File: src/rtl/axil_pkg.sv
// rtl/axil_pkg.sv - AXI-Lite bus widths shared by the arbiter, its interface and the bench
package axil_pkg;
    localparam int AXI_ADDR_WIDTH = 32;
    localparam int AXI_DATA_WIDTH = 32;
    localparam int AXI_STRB_WIDTH = AXI_DATA_WIDTH / 8;
endpackage

File: src/rtl/axil_if.sv
// rtl/axil_if.sv - AXI-Lite bundle (AW/W/B/AR/R) with slave-side and master-side modports
// s_axil: the view of a port that receives requests (addresses/data/valids in, readies/responses out)
// m_axil: the view of a port that issues requests (addresses/data/valids out, readies/responses in)
interface axil_if;
    logic [axil_pkg::AXI_ADDR_WIDTH-1:0] awaddr;
    logic                                awvalid;
    logic                                awready;
    logic [axil_pkg::AXI_DATA_WIDTH-1:0] wdata;
    logic [axil_pkg::AXI_STRB_WIDTH-1:0] wstrb;
    logic                                wvalid;
    logic                                wready;
    logic [1:0]                          bresp;
    logic                                bvalid;
    logic                                bready;
    logic [axil_pkg::AXI_ADDR_WIDTH-1:0] araddr;
    logic                                arvalid;
    logic                                arready;
    logic [axil_pkg::AXI_DATA_WIDTH-1:0] rdata;
    logic [1:0]                          rresp;
    logic                                rvalid;
    logic                                rready;

    modport s_axil (
        input  awaddr, awvalid, wdata, wstrb, wvalid, bready, araddr, arvalid, rready,
        output awready, wready, bresp, bvalid, arready, rdata, rresp, rvalid
    );

    modport m_axil (
        output awaddr, awvalid, wdata, wstrb, wvalid, bready, araddr, arvalid, rready,
        input  awready, wready, bresp, bvalid, arready, rdata, rresp, rvalid
    );
endinterface

File: src/rtl/axil_arb_2x1.sv
// rtl/axil_arb_2x1.sv - two-requester round-robin AXI-Lite arbiter onto one shared slave
// aclk     : clock, all state on rising edge
// aresetn  : synchronous active-low reset
// s_axil0  : requester 0 (wins the first tie after reset)
// s_axil1  : requester 1
// m_axil   : shared downstream AXI-Lite slave
// Write (AW/W/B) and read (AR/R) paths are arbitrated independently, one transaction each in flight.
module axil_arb_2x1 (
    input  logic   aclk,
    input  logic   aresetn,
    axil_if.s_axil s_axil0,
    axil_if.s_axil s_axil1,
    axil_if.m_axil m_axil
);
    import axil_pkg::*;

    typedef enum logic [1:0] {WR_IDLE, WR_FWD, WR_RESP} wr_state_t;
    typedef enum logic [1:0] {RD_IDLE, RD_FWD, RD_RESP} rd_state_t;

    wr_state_t wr_state, wr_state_n;
    rd_state_t rd_state, rd_state_n;
    logic      wr_grant, wr_grant_n, last_wr, last_wr_n;
    logic      aw_done, aw_done_n, w_done, w_done_n;
    logic      rd_grant, rd_grant_n, last_rd, last_rd_n;

    // Phase qualifiers are gated with aresetn so every valid/ready drops in the
    // same cycle reset is asserted, even if the FSM is caught mid-transaction.
    logic wr_fwd, wr_resp, rd_fwd, rd_resp;
    assign wr_fwd  = aresetn && (wr_state == WR_FWD);
    assign wr_resp = aresetn && (wr_state == WR_RESP);
    assign rd_fwd  = aresetn && (rd_state == RD_FWD);
    assign rd_resp = aresetn && (rd_state == RD_RESP);

    always_ff @(posedge aclk) begin
        if (!aresetn) begin
            wr_state <= WR_IDLE;
            wr_grant <= 1'b0;
            last_wr  <= 1'b1;
            aw_done  <= 1'b0;
            w_done   <= 1'b0;
            rd_state <= RD_IDLE;
            rd_grant <= 1'b0;
            last_rd  <= 1'b1;
        end else begin
            wr_state <= wr_state_n;
            wr_grant <= wr_grant_n;
            last_wr  <= last_wr_n;
            aw_done  <= aw_done_n;
            w_done   <= w_done_n;
            rd_state <= rd_state_n;
            rd_grant <= rd_grant_n;
            last_rd  <= last_rd_n;
        end
    end

    // Write path next state
    always_comb begin
        wr_state_n = wr_state;
        wr_grant_n = wr_grant;
        last_wr_n  = last_wr;
        aw_done_n  = aw_done;
        w_done_n   = w_done;
        case (wr_state)
            WR_IDLE: begin
                if (s_axil0.awvalid || s_axil1.awvalid) begin
                    // On a tie the requester that was not served last wins.
                    wr_grant_n = (s_axil0.awvalid && s_axil1.awvalid) ? ~last_wr : s_axil1.awvalid;
                    wr_state_n = WR_FWD;
                end
            end
            WR_FWD: begin
                aw_done_n = aw_done | (m_axil.awvalid && m_axil.awready);
                w_done_n  = w_done  | (m_axil.wvalid  && m_axil.wready);
                if (aw_done_n && w_done_n) begin
                    wr_state_n = WR_RESP;
                    aw_done_n  = 1'b0;
                    w_done_n   = 1'b0;
                end
            end
            WR_RESP: begin
                if (m_axil.bvalid && m_axil.bready) begin
                    wr_state_n = WR_IDLE;
                    last_wr_n  = wr_grant;
                end
            end
            default: wr_state_n = WR_IDLE;
        endcase
    end

    // Read path next state
    always_comb begin
        rd_state_n = rd_state;
        rd_grant_n = rd_grant;
        last_rd_n  = last_rd;
        case (rd_state)
            RD_IDLE: begin
                if (s_axil0.arvalid || s_axil1.arvalid) begin
                    rd_grant_n = (s_axil0.arvalid && s_axil1.arvalid) ? ~last_rd : s_axil1.arvalid;
                    rd_state_n = RD_FWD;
                end
            end
            RD_FWD: begin
                if (m_axil.arvalid && m_axil.arready) rd_state_n = RD_RESP;
            end
            RD_RESP: begin
                if (m_axil.rvalid && m_axil.rready) begin
                    rd_state_n = RD_IDLE;
                    last_rd_n  = rd_grant;
                end
            end
            default: rd_state_n = RD_IDLE;
        endcase
    end

    // Datapath muxes and handshake steering
    always_comb begin
        m_axil.awaddr  = wr_grant ? s_axil1.awaddr : s_axil0.awaddr;
        m_axil.wdata   = wr_grant ? s_axil1.wdata  : s_axil0.wdata;
        m_axil.wstrb   = wr_grant ? s_axil1.wstrb  : s_axil0.wstrb;
        // Once a channel has handshaken its valid is masked so the slave never sees it twice.
        m_axil.awvalid = wr_fwd && !aw_done && (wr_grant ? s_axil1.awvalid : s_axil0.awvalid);
        m_axil.wvalid  = wr_fwd && !w_done  && (wr_grant ? s_axil1.wvalid  : s_axil0.wvalid);
        m_axil.bready  = wr_resp && (wr_grant ? s_axil1.bready : s_axil0.bready);
        m_axil.araddr  = rd_grant ? s_axil1.araddr : s_axil0.araddr;
        m_axil.arvalid = rd_fwd && (rd_grant ? s_axil1.arvalid : s_axil0.arvalid);
        m_axil.rready  = rd_resp && (rd_grant ? s_axil1.rready : s_axil0.rready);

        s_axil0.awready = wr_fwd && !wr_grant && !aw_done && m_axil.awready;
        s_axil1.awready = wr_fwd &&  wr_grant && !aw_done && m_axil.awready;
        s_axil0.wready  = wr_fwd && !wr_grant && !w_done  && m_axil.wready;
        s_axil1.wready  = wr_fwd &&  wr_grant && !w_done  && m_axil.wready;
        s_axil0.bvalid  = wr_resp && !wr_grant && m_axil.bvalid;
        s_axil1.bvalid  = wr_resp &&  wr_grant && m_axil.bvalid;
        s_axil0.bresp   = m_axil.bresp;
        s_axil1.bresp   = m_axil.bresp;

        s_axil0.arready = rd_fwd && !rd_grant && m_axil.arready;
        s_axil1.arready = rd_fwd &&  rd_grant && m_axil.arready;
        s_axil0.rvalid  = rd_resp && !rd_grant && m_axil.rvalid;
        s_axil1.rvalid  = rd_resp &&  rd_grant && m_axil.rvalid;
        s_axil0.rdata   = m_axil.rdata;
        s_axil1.rdata   = m_axil.rdata;
        s_axil0.rresp   = m_axil.rresp;
        s_axil1.rresp   = m_axil.rresp;
    end
endmodule

File: src/flat_wrapper.sv
// flat-port wrapper written by rule: the top's interface ports become plain ports
module axil_arb_2x1_flat import axil_pkg::*;
  (aclk, aresetn, s_axil0_awaddr, s_axil0_awvalid, s_axil0_wdata, s_axil0_wstrb, s_axil0_wvalid, s_axil0_bready, s_axil0_araddr, s_axil0_arvalid, s_axil0_rready, s_axil0_awready, s_axil0_wready, s_axil0_bresp, s_axil0_bvalid, s_axil0_arready, s_axil0_rdata, s_axil0_rresp, s_axil0_rvalid, s_axil1_awaddr, s_axil1_awvalid, s_axil1_wdata, s_axil1_wstrb, s_axil1_wvalid, s_axil1_bready, s_axil1_araddr, s_axil1_arvalid, s_axil1_rready, s_axil1_awready, s_axil1_wready, s_axil1_bresp, s_axil1_bvalid, s_axil1_arready, s_axil1_rdata, s_axil1_rresp, s_axil1_rvalid, m_axil_awaddr, m_axil_awvalid, m_axil_wdata, m_axil_wstrb, m_axil_wvalid, m_axil_bready, m_axil_araddr, m_axil_arvalid, m_axil_rready, m_axil_awready, m_axil_wready, m_axil_bresp, m_axil_bvalid, m_axil_arready, m_axil_rdata, m_axil_rresp, m_axil_rvalid);
  axil_if s_axil0_i ();
  axil_if s_axil1_i ();
  axil_if m_axil_i ();
  input  logic aclk;
  input  logic aresetn;
  input wire logic [$bits(s_axil0_i.awaddr)-1:0] s_axil0_awaddr;
  input wire logic [$bits(s_axil0_i.awvalid)-1:0] s_axil0_awvalid;
  input wire logic [$bits(s_axil0_i.wdata)-1:0] s_axil0_wdata;
  input wire logic [$bits(s_axil0_i.wstrb)-1:0] s_axil0_wstrb;
  input wire logic [$bits(s_axil0_i.wvalid)-1:0] s_axil0_wvalid;
  input wire logic [$bits(s_axil0_i.bready)-1:0] s_axil0_bready;
  input wire logic [$bits(s_axil0_i.araddr)-1:0] s_axil0_araddr;
  input wire logic [$bits(s_axil0_i.arvalid)-1:0] s_axil0_arvalid;
  input wire logic [$bits(s_axil0_i.rready)-1:0] s_axil0_rready;
  output wire logic [$bits(s_axil0_i.awready)-1:0] s_axil0_awready;
  output wire logic [$bits(s_axil0_i.wready)-1:0] s_axil0_wready;
  output wire logic [$bits(s_axil0_i.bresp)-1:0] s_axil0_bresp;
  output wire logic [$bits(s_axil0_i.bvalid)-1:0] s_axil0_bvalid;
  output wire logic [$bits(s_axil0_i.arready)-1:0] s_axil0_arready;
  output wire logic [$bits(s_axil0_i.rdata)-1:0] s_axil0_rdata;
  output wire logic [$bits(s_axil0_i.rresp)-1:0] s_axil0_rresp;
  output wire logic [$bits(s_axil0_i.rvalid)-1:0] s_axil0_rvalid;
  input wire logic [$bits(s_axil1_i.awaddr)-1:0] s_axil1_awaddr;
  input wire logic [$bits(s_axil1_i.awvalid)-1:0] s_axil1_awvalid;
  input wire logic [$bits(s_axil1_i.wdata)-1:0] s_axil1_wdata;
  input wire logic [$bits(s_axil1_i.wstrb)-1:0] s_axil1_wstrb;
  input wire logic [$bits(s_axil1_i.wvalid)-1:0] s_axil1_wvalid;
  input wire logic [$bits(s_axil1_i.bready)-1:0] s_axil1_bready;
  input wire logic [$bits(s_axil1_i.araddr)-1:0] s_axil1_araddr;
  input wire logic [$bits(s_axil1_i.arvalid)-1:0] s_axil1_arvalid;
  input wire logic [$bits(s_axil1_i.rready)-1:0] s_axil1_rready;
  output wire logic [$bits(s_axil1_i.awready)-1:0] s_axil1_awready;
  output wire logic [$bits(s_axil1_i.wready)-1:0] s_axil1_wready;
  output wire logic [$bits(s_axil1_i.bresp)-1:0] s_axil1_bresp;
  output wire logic [$bits(s_axil1_i.bvalid)-1:0] s_axil1_bvalid;
  output wire logic [$bits(s_axil1_i.arready)-1:0] s_axil1_arready;
  output wire logic [$bits(s_axil1_i.rdata)-1:0] s_axil1_rdata;
  output wire logic [$bits(s_axil1_i.rresp)-1:0] s_axil1_rresp;
  output wire logic [$bits(s_axil1_i.rvalid)-1:0] s_axil1_rvalid;
  output wire logic [$bits(m_axil_i.awaddr)-1:0] m_axil_awaddr;
  output wire logic [$bits(m_axil_i.awvalid)-1:0] m_axil_awvalid;
  output wire logic [$bits(m_axil_i.wdata)-1:0] m_axil_wdata;
  output wire logic [$bits(m_axil_i.wstrb)-1:0] m_axil_wstrb;
  output wire logic [$bits(m_axil_i.wvalid)-1:0] m_axil_wvalid;
  output wire logic [$bits(m_axil_i.bready)-1:0] m_axil_bready;
  output wire logic [$bits(m_axil_i.araddr)-1:0] m_axil_araddr;
  output wire logic [$bits(m_axil_i.arvalid)-1:0] m_axil_arvalid;
  output wire logic [$bits(m_axil_i.rready)-1:0] m_axil_rready;
  input wire logic [$bits(m_axil_i.awready)-1:0] m_axil_awready;
  input wire logic [$bits(m_axil_i.wready)-1:0] m_axil_wready;
  input wire logic [$bits(m_axil_i.bresp)-1:0] m_axil_bresp;
  input wire logic [$bits(m_axil_i.bvalid)-1:0] m_axil_bvalid;
  input wire logic [$bits(m_axil_i.arready)-1:0] m_axil_arready;
  input wire logic [$bits(m_axil_i.rdata)-1:0] m_axil_rdata;
  input wire logic [$bits(m_axil_i.rresp)-1:0] m_axil_rresp;
  input wire logic [$bits(m_axil_i.rvalid)-1:0] m_axil_rvalid;
  assign s_axil0_i.awaddr = s_axil0_awaddr;
  assign s_axil0_i.awvalid = s_axil0_awvalid;
  assign s_axil0_i.wdata = s_axil0_wdata;
  assign s_axil0_i.wstrb = s_axil0_wstrb;
  assign s_axil0_i.wvalid = s_axil0_wvalid;
  assign s_axil0_i.bready = s_axil0_bready;
  assign s_axil0_i.araddr = s_axil0_araddr;
  assign s_axil0_i.arvalid = s_axil0_arvalid;
  assign s_axil0_i.rready = s_axil0_rready;
  assign s_axil0_awready = s_axil0_i.awready;
  assign s_axil0_wready = s_axil0_i.wready;
  assign s_axil0_bresp = s_axil0_i.bresp;
  assign s_axil0_bvalid = s_axil0_i.bvalid;
  assign s_axil0_arready = s_axil0_i.arready;
  assign s_axil0_rdata = s_axil0_i.rdata;
  assign s_axil0_rresp = s_axil0_i.rresp;
  assign s_axil0_rvalid = s_axil0_i.rvalid;
  assign s_axil1_i.awaddr = s_axil1_awaddr;
  assign s_axil1_i.awvalid = s_axil1_awvalid;
  assign s_axil1_i.wdata = s_axil1_wdata;
  assign s_axil1_i.wstrb = s_axil1_wstrb;
  assign s_axil1_i.wvalid = s_axil1_wvalid;
  assign s_axil1_i.bready = s_axil1_bready;
  assign s_axil1_i.araddr = s_axil1_araddr;
  assign s_axil1_i.arvalid = s_axil1_arvalid;
  assign s_axil1_i.rready = s_axil1_rready;
  assign s_axil1_awready = s_axil1_i.awready;
  assign s_axil1_wready = s_axil1_i.wready;
  assign s_axil1_bresp = s_axil1_i.bresp;
  assign s_axil1_bvalid = s_axil1_i.bvalid;
  assign s_axil1_arready = s_axil1_i.arready;
  assign s_axil1_rdata = s_axil1_i.rdata;
  assign s_axil1_rresp = s_axil1_i.rresp;
  assign s_axil1_rvalid = s_axil1_i.rvalid;
  assign m_axil_awaddr = m_axil_i.awaddr;
  assign m_axil_awvalid = m_axil_i.awvalid;
  assign m_axil_wdata = m_axil_i.wdata;
  assign m_axil_wstrb = m_axil_i.wstrb;
  assign m_axil_wvalid = m_axil_i.wvalid;
  assign m_axil_bready = m_axil_i.bready;
  assign m_axil_araddr = m_axil_i.araddr;
  assign m_axil_arvalid = m_axil_i.arvalid;
  assign m_axil_rready = m_axil_i.rready;
  assign m_axil_i.awready = m_axil_awready;
  assign m_axil_i.wready = m_axil_wready;
  assign m_axil_i.bresp = m_axil_bresp;
  assign m_axil_i.bvalid = m_axil_bvalid;
  assign m_axil_i.arready = m_axil_arready;
  assign m_axil_i.rdata = m_axil_rdata;
  assign m_axil_i.rresp = m_axil_rresp;
  assign m_axil_i.rvalid = m_axil_rvalid;
  axil_arb_2x1 u_core (.aclk(aclk), .aresetn(aresetn), .s_axil0(s_axil0_i), .s_axil1(s_axil1_i), .m_axil(m_axil_i));
endmodule
File: config.mk
export PLATFORM = sky130hd
export DESIGN_NAME = axil_arb_2x1_flat
export DESIGN_NICKNAME = d
export VERILOG_FILES = /design/src/rtl/axil_pkg.sv /design/src/rtl/axil_if.sv /design/src/rtl/axil_arb_2x1.sv /design/src/flat_wrapper.sv
export SDC_FILE = /design/constraint.sdc
export NUM_CORES = 1
export LEC_CHECK = 0
export CORE_AREA = 4 4 170 172
export CTS_BUF_LIST = sky130_fd_sc_hd__clkbuf_8
export CTS_CLUSTER_DIAMETER = 200
export DETAILED_ROUTE_END_ITERATION = 10
export DIE_AREA = 0 0 174 176
export PLACE_DENSITY_LB_ADDON = 0.3
export SYNTH_ARGS = -nofsm -noshare
export SYNTH_HDL_FRONTEND = slang
export SYNTH_SLANG_ARGS = --single-unit
File: constraint.sdc
create_clock -name aclk -period 3.8 [get_ports aclk]
set_input_delay 0.95 -clock aclk [delete_from_list [all_inputs] [get_ports aclk]]
set_output_delay 0.95 -clock aclk [all_outputs]
set_load 0.03 [all_outputs]
==> qor_table.md <==
| Step | Result | This run |
| --- | --- | --- |
| drt | Number of routed nets with antenna violations | 0 |
| setup path | CP Buf/Inv Count | 3 |
| floorplan | Floorplan core area | 27500 µm² |
| setup path | Reg2reg end | u_core.last_rd$_SDFFE_PN1P_ |
| setup path | Master of the slowest instance on the critical path | sky130_fd_sc_hd__clkdlybuf4s50_1 |
| sta | Fmax | 0.296 GHz |
| sta | Number of endpoints with negative hold slack in the final report | 0 |
| clocking | Buffer depth of the longest clock path | 2 |
| setup path | Launching element type of the critical path | input port |
| sta | Worst max-slew margin expressed relative to the limit | 66.5% |
| sta | Count of endpoints failing setup in the final report | 0 |
| logic synthesis | Fraction of post-synthesis cell area in the top cell type by area | 46.8% |
| pwr | Internal | 667 µW |
| sta | Setup_tns | 0 ns |
| setup path | Levels on crit path | 5 |
| setup path | Setup crit start | aresetn |
| clocking | Number of setup buffers added after CTS | 0 |
| logic synthesis | Post-synth top area cell | sky130_fd_sc_hd__mux2_2 |
| clocking | Count of instances resized after the clock tree is built | 0 |
| place | Detail Placement HPWL | 11.4 mm |
| grt | Number of global-route vias before repair | 3181 |
| min path | Worst min-delay path startpoint | u_core.last_rd$_SDFFE_PN1P_ |
| pwr | Static Leak | 2.03 nW |
| pwr | Power per cell area | 187 nW/µm² |
| place | Port Buffer Count | 331 |
| job | Number of max-cap violations | 0 |
| sta | Actual transition at the worst max-transition pin | 0.503 ns |
| finish | Relative area change from synthesis to final layout | 138% |
| grt | Grt total ovfl | 0 |
| clocking | Post-CTS Hold Buffers | 0 |
| setup path | WP data arrival | 2.42 ns |
| finish | Most used cells in the layout excluding fill and tap cells | sky130_fd_sc_hd__clkdlybuf4s50_1, sky130_fd_sc_hd__mux2_2, sky130_fd_sc_hd__buf_4, sky130_fd_sc_hd__nor2_1, sky130_fd_sc_hd__nand2_1 |
| logic synthesis | Synthesized instance count | 268 |
| setup path | Nature of the critical path endpoint | primary output |
| drt | Via total after detailed routing | 2846 |
| drt | Final wirelength | 12.8 mm |
| sta | Worst Setup Slack, final | 0.427 ns |
| drt | Detailed Route Iter0 Violations | 30 |
| clocking | Latest clock arrival within the worst-skew pair | 0.24 ns |
| sta | Final Slew Violations | 0 |
| logic synthesis | Synth top area cells | sky130_fd_sc_hd__mux2_2, sky130_fd_sc_hd__buf_4, sky130_fd_sc_hd__dfxtp_1, sky130_fd_sc_hd__buf_2, sky130_fd_sc_hd__nor2_1 |
| floorplan | Die footprint | 30600 µm² |
| logic synthesis | Number of flip-flops and latches in the synthesized netlist | 10 |
| clocking | Number of clock sinks | 10 |
| floorplan | Top-level I/O count | 440 |
| setup path | Maximum net fanout on the critical path | 8 |
| setup path | Cell depth of the worst flop-to-flop path | 5 |
| sta | Setup repair after global routing missed its margin | false |
| drt | Drt drc | 0 |
| setup path | Critical Setup Path Class | input port to primary output |
| drt | Number of vias per cell after detailed routing | 3.26 |
| setup path | Family with the most delay on the worst path | buffers and inverters |
| clocking | Number of H-tree branching levels | 1 |
| logic synthesis | Avg Inst Size Synth | 8.98 µm² |
| finish | Antenna diodes | 0 |
| setup path | Stage delay of the slowest cell on the critical path | 0.64 ns |
| sta | Worst clock skew | 0.000595 ns |
| setup path | Capturing element of the worst setup path | s_axil0_wready |
| grt | GRT Total Usage | 7.67% |
| finish | Most common cell after layout, fill and taps aside | sky130_fd_sc_hd__clkdlybuf4s50_1 |
| place | Setup Slack @ Placement | 0.378 ns |
| pwr | Clock group share of total power | 12.7% |
| sta | Final clock period utilization by the worst path | 88.8% |
| setup path | Reg2reg start | u_core.rd_grant$_SDFFE_PN0P_ |
| setup path | Sequence of cells on the critical path | clkdlybuf4s50_1 > nand2_1 > nor4b_1 > buf_4 > buf_12 |
| grt | Antenna violations before repair | 0 |
| sta | Worst hold slack after final layout | 0.485 ns |
| clocking | Clk Tree Root Cell | sky130_fd_sc_hd__clkbuf_8 |
| grt | Pin count of the biggest net entering global routing | 40 |
| finish | Layout cells sized above 1 | 25.9% |
| pwr | Combinational cell fraction of total power | 75.2% |
| floorplan | Die extent in y | 176 µm |
| logic synthesis | Synth Net Count | 521 |
| grt | Wire length of the first global-routing pass | 18.3 mm |
| logic synthesis | Post-synthesis sequential area ratio | 8.32% |
| pwr | Net switching power of the design | 404 µW |
| sta | Post-layout minimum cycle time | 3.37 ns |
| floorplan | Die Span X | 174 µm |
| logic synthesis | Yosys Warn Count | 0 |
| pwr | Switching part of the total power | 37.7% |
| pwr | Sequential share of power | 12.1% |
| pwr | Maximum vdd ir drop | 88.5 µV |
| finish | Fin util | 20.9% |
| floorplan | Effective utilization at floorplan | 8.76% |
| finish | Fin nets | 780 |
| floorplan | Standard-cell rows | 61 |
| logic synthesis | Post-Synthesis Cell Area | 2410 µm² |
| drt | Mean routed wirelength per cell | 14.7 µm |
| place | Routability congestion estimate from global placement | 0.708 |
| min path | Worst min-delay path class | flip-flop to flip-flop |
| run status | Result of the run | finished, final reports clean |
| clocking | CTS Buf Count | 3 |
| drt | Initial DRT Pass Iterations | 4 |
| setup path | Setup slack of the worst register-to-register path | 2.10 ns |
| clocking | Worst-path clk slew | 0.05 ns |
| logic synthesis | Synth unique cells | 31 |
| clocking | CTS tree | yes |
| setup path | WP data required | 2.85 ns |
-- final cells by class --
cell class | instances | area [µm²]
multi-input combinational | 169 | 1580
clock buffer | 4 | 55.1
inverter | 2 | 7.51
fill | 3049 | 21700
tap | 346 | 433
sequential | 10 | 204
timing repair buffer | 341 | 3450
-- stage by stage --
stage	power [mW]	cells	cell area, µm²
global route	1.13	872	5730
global placement	0.948	868	5680
finish	1.07	872	5730
floorplan	0.641	268	2410
CTS	1.09	872	5730
detailed placement	0.946	868	5680
-- cells in the mapped netlist --
cell type and count:
sky130_fd_sc_hd__buf_4 72, sky130_fd_sc_hd__clkbuf_1 2, sky130_fd_sc_hd__o21a_1 2, sky130_fd_sc_hd__inv_1 2, sky130_fd_sc_hd__o21ai_0 3, sky130_fd_sc_hd__nor2_1 13, sky130_fd_sc_hd__nor4b_2 2, sky130_fd_sc_hd__and3_1 2
sky130_fd_sc_hd__nor4bb_1 1, sky130_fd_sc_hd__nand2_1 10, sky130_fd_sc_hd__nor4b_1 2, sky130_fd_sc_hd__o311a_1 1, sky130_fd_sc_hd__mux2i_1 4, sky130_fd_sc_hd__a31oi_1 2, sky130_fd_sc_hd__nand3b_1 1, sky130_fd_sc_hd__a21oi_2 1
sky130_fd_sc_hd__buf_2 12, sky130_fd_sc_hd__and2_1 3, sky130_fd_sc_hd__nor2b_1 5, sky130_fd_sc_hd__a41oi_2 1, sky130_fd_sc_hd__dfxtp_1 10, sky130_fd_sc_hd__buf_6 1, sky130_fd_sc_hd__a32oi_1 2, sky130_fd_sc_hd__and2b_1 1
sky130_fd_sc_hd__mux2_2 100, sky130_fd_sc_hd__nor3b_1 3, sky130_fd_sc_hd__mux2_4 2, sky130_fd_sc_hd__a21oi_1 3, sky130_fd_sc_hd__and4b_1 1, sky130_fd_sc_hd__nor3_1 3, sky130_fd_sc_hd__nand3_1 1
-- worst min-delay path by stage --
stage                                       end  slack, ns  depth (start not counted)
global route        u_core.last_rd$_SDFFE_PN1P_       0.52                          2
floorplan           u_core.last_rd$_SDFFE_PN1P_       0.44                          2
global placement    u_core.last_rd$_SDFFE_PN1P_       0.47                          2
detailed placement  u_core.last_rd$_SDFFE_PN1P_       0.47                          2
CTS                 u_core.last_rd$_SDFFE_PN1P_       0.49                          2
finish              u_core.last_rd$_SDFFE_PN1P_       0.49                          2
-- cell families after synthesis --
kind of cell           after synthesis  synth area share [%]
AO/OA/AOI/OAI                       15                  4.57
buffers and inverters               89                  26.0
flip-flops                          10                  8.32
multiplexers                       106                  49.7
AND/OR/NAND/NOR                     48                  11.4
-- sequential cells by signal, summed over array words and instances, names as in the netlist --
register,cells
u_core.wr_grant,1
u_core.rd_state,2
u_core.wr_state,2
u_core.last_wr,1
u_core.rd_grant,1
u_core.w_done,1
u_core.last_rd,1
u_core.aw_done,1
-- worst reg2reg max path: cells and delay by family, from the launching register on --
kind,cells,cell delay (ns)
and+or+nand+nor,2,0.43
muxes,2,0.45
DFF,1,0.30
buffers and inverters,1,0.42
-- power groups by stage --
stage / clock network (mW) / registers [mW] / logic (mW)
finish: 0.136 / 0.129 / 0.806
global route: 0.150 / 0.132 / 0.851
CTS: 0.142 / 0.130 / 0.818
detailed placement: 0 / 0.133 / 0.814
global placement: 0 / 0.133 / 0.815
floorplan: 0 / 0.118 / 0.522
-- metal layers --
layer  share of wire [%]  GRT usage [%]  vias up  wire, µm
met3                 9.7           2.89       17      1240
li1                    -              -     1384         -
met1                  37           8.47     1259      4790
met2                  51           13.9      186      6580
met5                   0              0        -         0
met4                 1.4           2.01        0       178
(Power assumes the default switching activity.)
